[src/rtl/store_buffer.sv]
// Posted-write store buffer: circular FIFO between core stores and data memory.
// Define STORE_BUF_MERGE_EN to merge same-doubleword stores into the youngest entry.
module store_buffer #(
    parameter int DEPTH = 4,
    parameter int AW    = 64,
    parameter int DW    = 64
) (
    input  logic            clk,
    input  logic            rst,
    input  logic            st_valid,
    input  logic [AW-1:0]   st_addr,
    input  logic [DW-1:0]   st_data,
    output logic            st_stall,
    output logic            mem_valid,
    output logic [AW-1:0]   mem_addr,
    output logic [DW-1:0]   mem_data,
    output logic [DW/8-1:0] mem_strb,
    input  logic            mem_ready,
    output logic            empty,
    output logic            full,
    output logic            misalign
);

    localparam int PW = $clog2(DEPTH);

    logic [AW-1:0] addr_q [DEPTH];
    logic [DW-1:0] data_q [DEPTH];
    logic [PW-1:0] head;
    logic [PW-1:0] tail;
    logic [PW:0]   count;
    logic          enq;
    logic          deq;
    logic          merge;

`ifdef STORE_BUF_MERGE_EN
    logic [PW-1:0] last;

    // count >= 2 keeps the youngest entry distinct from the offered head
    assign last  = tail - PW'(1);
    assign merge = st_valid && (count >= (PW+1)'(2))
                && (st_addr[AW-1:3] == addr_q[last][AW-1:3]);
`else
    assign merge = 1'b0;
`endif

    assign empty     = (count == '0);
    assign full      = (count == (PW+1)'(DEPTH));
    assign st_stall  = st_valid && full && !merge;
    assign enq       = st_valid && !full && !merge;
    assign mem_valid = !empty;
    assign deq       = mem_valid && mem_ready;

    assign mem_addr = {addr_q[head][AW-1:3], 3'b000};
    assign mem_data = data_q[head];
    assign mem_strb = '1;

    always_ff @(posedge clk) begin
        if (rst) begin
            head     <= '0;
            tail     <= '0;
            count    <= '0;
            misalign <= 1'b0;
        end else begin
            if (enq) begin
                tail <= tail + PW'(1);
            end
            if (deq) begin
                head <= head + PW'(1);
            end
            unique case ({enq, deq})
                2'b10:   count <= count + (PW+1)'(1);
                2'b01:   count <= count - (PW+1)'(1);
                default: count <= count;
            endcase
            if ((enq || merge) && (st_addr[2:0] != 3'b000)) begin
                misalign <= 1'b1;
            end
        end
    end

    // Payload storage carries no reset; validity is tracked by count alone.
    always_ff @(posedge clk) begin
        if (enq) begin
            addr_q[tail] <= st_addr;
            data_q[tail] <= st_data;
        end
`ifdef STORE_BUF_MERGE_EN
        if (!rst && merge) begin
            data_q[last] <= st_data;
        end
`endif
    end

endmodule

[config.mk]
export PLATFORM = sky130hd
export DESIGN_NAME = store_buffer
export DESIGN_NICKNAME = d
export VERILOG_FILES = /design/src/rtl/store_buffer.sv
export SDC_FILE = /design/constraint.sdc
export NUM_CORES = 1
export LEC_CHECK = 0
export ABC_AREA = 1
export CAP_MARGIN = 40
export CORE_MARGIN = 4
export CORE_UTILIZATION = 62
export CTS_CLUSTER_DIAMETER = 150
export DETAILED_ROUTE_END_ITERATION = 10
export DONT_BUFFER_PORTS = 1
export PLACE_DENSITY = 0.82
export SYNTH_ARGS = -nofsm -noshare
export SYNTH_HDL_FRONTEND = slang
export SYNTH_SLANG_ARGS = --single-unit
[constraint.sdc]
create_clock -name clk -period 8.9 [get_ports clk]
set_input_delay 0.89 -clock clk [delete_from_list [all_inputs] [get_ports clk]]
set_output_delay 0.89 -clock clk [all_outputs]
set_load 0.01 [all_outputs]
==> results.json, run 1 <==
{
  "status": "complete, no violations",
  "drv_slew": 0,
  "drive_gt1_share_pct": 7.32,
  "syn_area_um2": 19200,
  "reg2regPathDepth": 7,
  "rows": 64,
  "route.detailed.drc": 0,
  "via_per_inst": 6.18,
  "hold_depth": 1,
  "netlist_top_cells_area": "edfxtp_1 78%, o21ai_0 5.6%, nor2_1 5.1%",
  "tns_ps": 0,
  "antenna_found_initial": 0,
  "cts_inserted_buffers": 48,
  "clock_latency_ps": 540,
  "die_area_um2": 33800,
  "cts-root-buf": "clkbuf_16",
  "yosys_warnings": 0,
  "final_cells": 1722,
  "critical_path_class": "reg2out",
  "powerDensity_nw_per_um2": 290,
  "synth_top_area_cell": "edfxtp_1",
  "routabilityCongestion": 0.746,
  "ys_seq_area_share_pct": 79.3,
  "first_pass_iters": 5,
  "synth_edf_count": 500,
  "grt_pass1_wl_um": 59700,
  "min-delay-start": "rst",
  "fin_nets": 1426,
  "endpoint_kind": "output pin",
  "yosysMostFrequentCell": "edfxtp_1",
  "grt_max_degree": 144,
  "syn_to_final_growth_pct": 9.68,
  "r2r_slack_ps": 5940,
  "numPortBuffers": 0,
  "placedInstanceArea_um2": 19400,
  "ios": 273,
  "grt_pass1_vias": 10700,
  "max_slew_margin_pct": 38.7,
  "path_max_fanout": 71,
  "n_antenna_cell": 0,
  "cts.sinks": 510,
  "whs_endpoint": "misalign$_SDFFE_PP0P_",
  "syn_inst": 1301,
  "yosys_register_bits": 510,
  "hp-class": "in2reg",
  "p_leak_uw": 0.00688,
  "path_clk_slew_ps": 60,
  "drt-wirelength-per-cell_um": 22.9,
  "required_ps": 8010,
  "wirelength_um": 39400,
  "dp.cells": 1634,
  "grt_use_total_pct": 22.6,
  "netlist.area_leader.share_pct": 78.3,
  "fin_area_um2": 21000,
  "tightestPinTransition_ps": 920,
  "grt_overflow": 0,
  "finalCritPeriodShare_pct": 47.0,
  "vias": 10600,
  "ir_worst_vdd_v": 0.000226,
  "timing.rr.start": "count[1]$_SDFFE_PP0P_",
  "die_h_um": 184,
  "hpwl_um": 22500,
  "final_antenna_net_count": 0,
  "tritoncts": "built",
  "rsz0062_at_grt": "no",
  "cp-start-kind": "flip-flop",
  "fin_skew_ps": 7.79,
  "die_w_um": 184,
  "synth_cell_type_count": 21,
  "synth_flop_cell": "edfxtp_1",
  "period_minus_slack_ps": 4180,
  "avgSynthCellArea_um2": 14.7,
  "cts.path.max_buffers": 3,
  "hold_buffers": 0,
  "post_cts_buffers": 0,
  "hold_viol_final": 0,
  "async_reset_ff_share_pct": 0,
  "coreArea_um2": 30600,
  "start_util_pct": 62.7,
  "drtIter0Drc": 1080,
  "cts-resized-gates": 0,
  "htree_levels": 2,
  "reg2reg_to": "data_q[2][25]$_DFFE_PP_",
  "cap_violations": 0,
  "arrival_ps": 3290,
  "max_freq_ghz": 0.239,
  "finalSetupViolCount": 0,
  "synth_common_cells": "500 x edfxtp_1, 262 x nor2_1, 213 x o21ai_0"
}
==> stage by stage <==
step | power, uW | hold WS, ps | utilization (%) | setup slack [ps]
detailed placement | 4100 | 478 | 63.5 | 5230
global placement | 4020 | 464 | 62.8 | 5280
floorplan | 3880 | 459 | - | 2050
CTS | 6150 | 394 | 68.8 | 4640
finish | 6110 | 416 | 68.8 | 4720
global route | 6380 | 396 | 68.8 | 4420
==> power breakdown <==
group / switching, uW / leakage (uW) / internal (uW) / total, uW
Combinational: 836 / 0.00143 / 269 / 1110
Clock: 823 / 0.000780 / 1240 / 2060
Sequential: 87.5 / 0.00467 / 2850 / 2940
==> registers in the layout (all words and copies together) (netlist names), named ones only <==
name and flops:
count 3, head 2, addr_q 244, misalign 1, data_q 256, tail 2
==> area by class of cell <==
cell class              count  area, um2
clock buffers              58       1260
clock inverters            30        345
fillers                  1997       9550
inverters                  23       95.1
multi-input cells         684       3300
flip-flops and latches    510      15200
well taps                 396        495
repair buffers             21        318
==> worst max path at each step <==
stage / startpoint / depth (start not counted) / slack [ps] / endpoint
final: flip-flop / 4 / 4720 / mem_addr[63]
after global routing: flip-flop / 4 / 4420 / mem_data[40]
after CTS: flip-flop / 4 / 4640 / mem_data[40]
after detailed placement: flip-flop / 4 / 5230 / mem_data[40]
after global placement: flip-flop / 4 / 5280 / mem_addr[36]
after floorplan: st_valid / 2 / 2050 / addr_q[0][10]$_DFFE_PP_
==> per-layer routing <==
layer	share of wire (%)	vias to the layer above	global-route usage, %	wire (um)
met5	0	-	0	0
met3	12	69	8.67	4680
li1	-	4834	-	-
met1	36	5228	28.3	14200
met4	2.6	0	6.95	1020
met2	50	511	37.2	19600
==> placed cells by master (no fill, tap or decap), types with 2 or more instances in the layout <==
cell type and count:
nand2_1 16, inv_1 21, o22ai_1 125, nand3_1 6, buf_16 8, buf_4 13
a21oi_1 6, ha_1 5, dfxtp_1 8, clkinvlp_4 2, clkbuf_1 9, clkbuf_16 49
nor2_4 4, bufinv_16 8, nor2_1 258, clkinv_1 11, o21ai_1 39, dfxtp_4 2
conb_1 11, clkinv_2 9, o21ai_0 213, edfxtp_1 500
==> critical path: stages (launching register included) <==
cell	delay, ps
dfxtp_4	760
clkinv_2	840
buf_4	660
o21ai_0	200
o22ai_1	190
==> logic make-up after synthesis <==
family                     count (synthesis)  share of synthesized area, %
AOI/OAI and AO/OA                        383                          10.8
buffers and inverters                    116                          3.80
other                                      2                        0.0392
and+or+nand+nor                          284                          5.60
DFF                                      510                          79.3
adders and majority gates                  6                         0.431
No activity file was read; power rests on OpenSTA's default activity.
==> run 2: changes to the inputs <==
- clock period: 8.9 -> 4.2 ns (I/O delays scaled with it)
==> results.json, run 2 (synthesis results as in run 1) <==
{
  "numPortBuffers": 0,
  "layout_common_cells": "500 x edfxtp_1, 258 x nor2_1, 213 x o21ai_0",
  "dp_slack_ps": 1550,
  "cts_inserted_buffers": 46,
  "path_clk_slew_ps": 70,
  "rows": 64,
  "hp-class": "in2reg",
  "cap_violations": 0,
  "cp-start-kind": "flip-flop",
  "cts-root-buf": "clkbuf_16",
  "first_pass_iters": 5,
  "antenna_found_initial": 5,
  "via_per_inst": 6.11,
  "fin_nets": 1552,
  "tritoncts": "built",
  "hold_viol_final": 0,
  "grt_overflow": 0,
  "final_antenna_net_count": 0,
  "hpwl_um": 22800,
  "grt_use_total_pct": 24.1,
  "max_slew_margin_pct": 4.99,
  "syn_to_final_growth_pct": 15.5,
  "p_switching_uw": 3760,
  "status": "complete, no violations",
  "cts.path.max_buffers": 3,
  "drtIter0Drc": 1117,
  "post_cts_buffers": 0,
  "reg_top3": "data_q x256, addr_q x244, count x3",
  "die_area_um2": 33800,
  "cts.sinks": 510,
  "clock_power_share_pct": 30.8,
  "rsz0062_at_grt": "no",
  "final_common_cell": "edfxtp_1",
  "wirelength_um": 41700,
  "powerDensity_nw_per_um2": 570,
  "arrival_ps": 2870,
  "drt-wirelength-per-cell_um": 22.6,
  "total_power_uw": 12600,
  "combPwrFrac_pct": 20.5,
  "setup_slack_ps": 911,
  "endpoint_kind": "output pin",
  "vias": 11300,
  "p_int_uw": 8880,
  "drive_gt1_share_pct": 6.21,
  "routabilityCongestion": 0.756,
  "route.detailed.drc": 0,
  "die_w_um": 184,
  "max_freq_ghz": 0.304,
  "grt_pass1_wl_um": 63900,
  "ios": 273,
  "p_leak_uw": 0.00733,
  "finalSetupViolCount": 0,
  "required_ps": 3780,
  "clock_latency_ps": 530,
  "drv_slew": 0,
  "htree_levels": 2,
  "start_util_pct": 62.7,
  "coreArea_um2": 30600,
  "tns_ps": 0,
  "path_max_fanout": 64,
  "period_minus_slack_ps": 3290,
  "finalCritPeriodShare_pct": 78.3,
  "tightestPinTransition_ps": 1430,
  "ir_worst_vdd_v": 0.000483,
  "top_register": "data_q",
  "grt_pass1_vias": 11100,
  "hold_buffers": 126,
  "fin_skew_ps": 15.1,
  "die_h_um": 184,
  "largest_register_ffs": 256,
  "sw_frac_of_total_pct": 29.7,
  "cts-resized-gates": 0,
  "pwr-share-seq_pct": 48.7,
  "grt_max_degree": 251,
  "fin_util_pct": 72.4,
  "critical_path_class": "reg2out"
}
[run 2: changes by cell type in the layout (fill, tap and decap cells not counted), sizes merged]
cell,change
bufinv,-6
clkinv,-5
clkbuf,+5
clkinvlp,-1
diode,+6
dlygate4sd3,+126
inv,+2
buf,+2
[run 2: critical path: stages (launching register included)]
cell and delay (ps):
dfxtp_4 370, buf_4 530, buf_4 630, o21ai_0 280
o22ai_1 460
[run 2: routing by layer]
metal  vias up  global-route usage [%]  wire length [um]
met5         -                       0                13
met4         2                    5.80               912
met2       600                    40.0             20700
met1      5523                    31.6             15600
met3        79                    7.91              4520
li1       5099                       -                 -
[run 2: stage by stage]
stage / hold WS, ps / instance area, um2 / cells
floorplan: 459 / 19200 / 1310
global placement: 482 / 19300 / 1627
detailed placement: 492 / 19500 / 1636
CTS: 21.6 / 22100 / 1845
global route: 46.5 / 22200 / 1849
finish: 53.5 / 22200 / 1851
[run 2: final cells by class]
type	count	area, um2
diodes	6	15.0
clock buffers	63	1240
multi-input cells	684	3300
repair buffers	149	1640
fillers	1794	8430
well taps	396	495
flip-flops and latches	510	15200
clock inverters	20	150
inverters	23	95.1
[run 2: final timing paths]
path	start	endpoint	slack [ps]	depth (start not counted)
min	st_valid	tail[1]$_SDFFE_PP0P_	50	2
max reg2reg	count[1]$_SDFFE_PP0P_	count[2]$_SDFFE_PP0P_	1910	12
min reg2reg	tail[0]$_SDFFE_PP0P_	tail[0]$_SDFFE_PP0P_	510	2
max	flip-flop	mem_addr[3]	910	4
[run 2: power by group through the flow]
stage | clock (uW) | sequential [uW] | combinational, uW
floorplan | 0 | 6260 | 1930
global placement | 0 | 6240 | 2290
finish | 3890 | 6150 | 2590
CTS | 3920 | 6150 | 2580
detailed placement | 0 | 6250 | 2420
global route | 4190 | 6180 | 2830
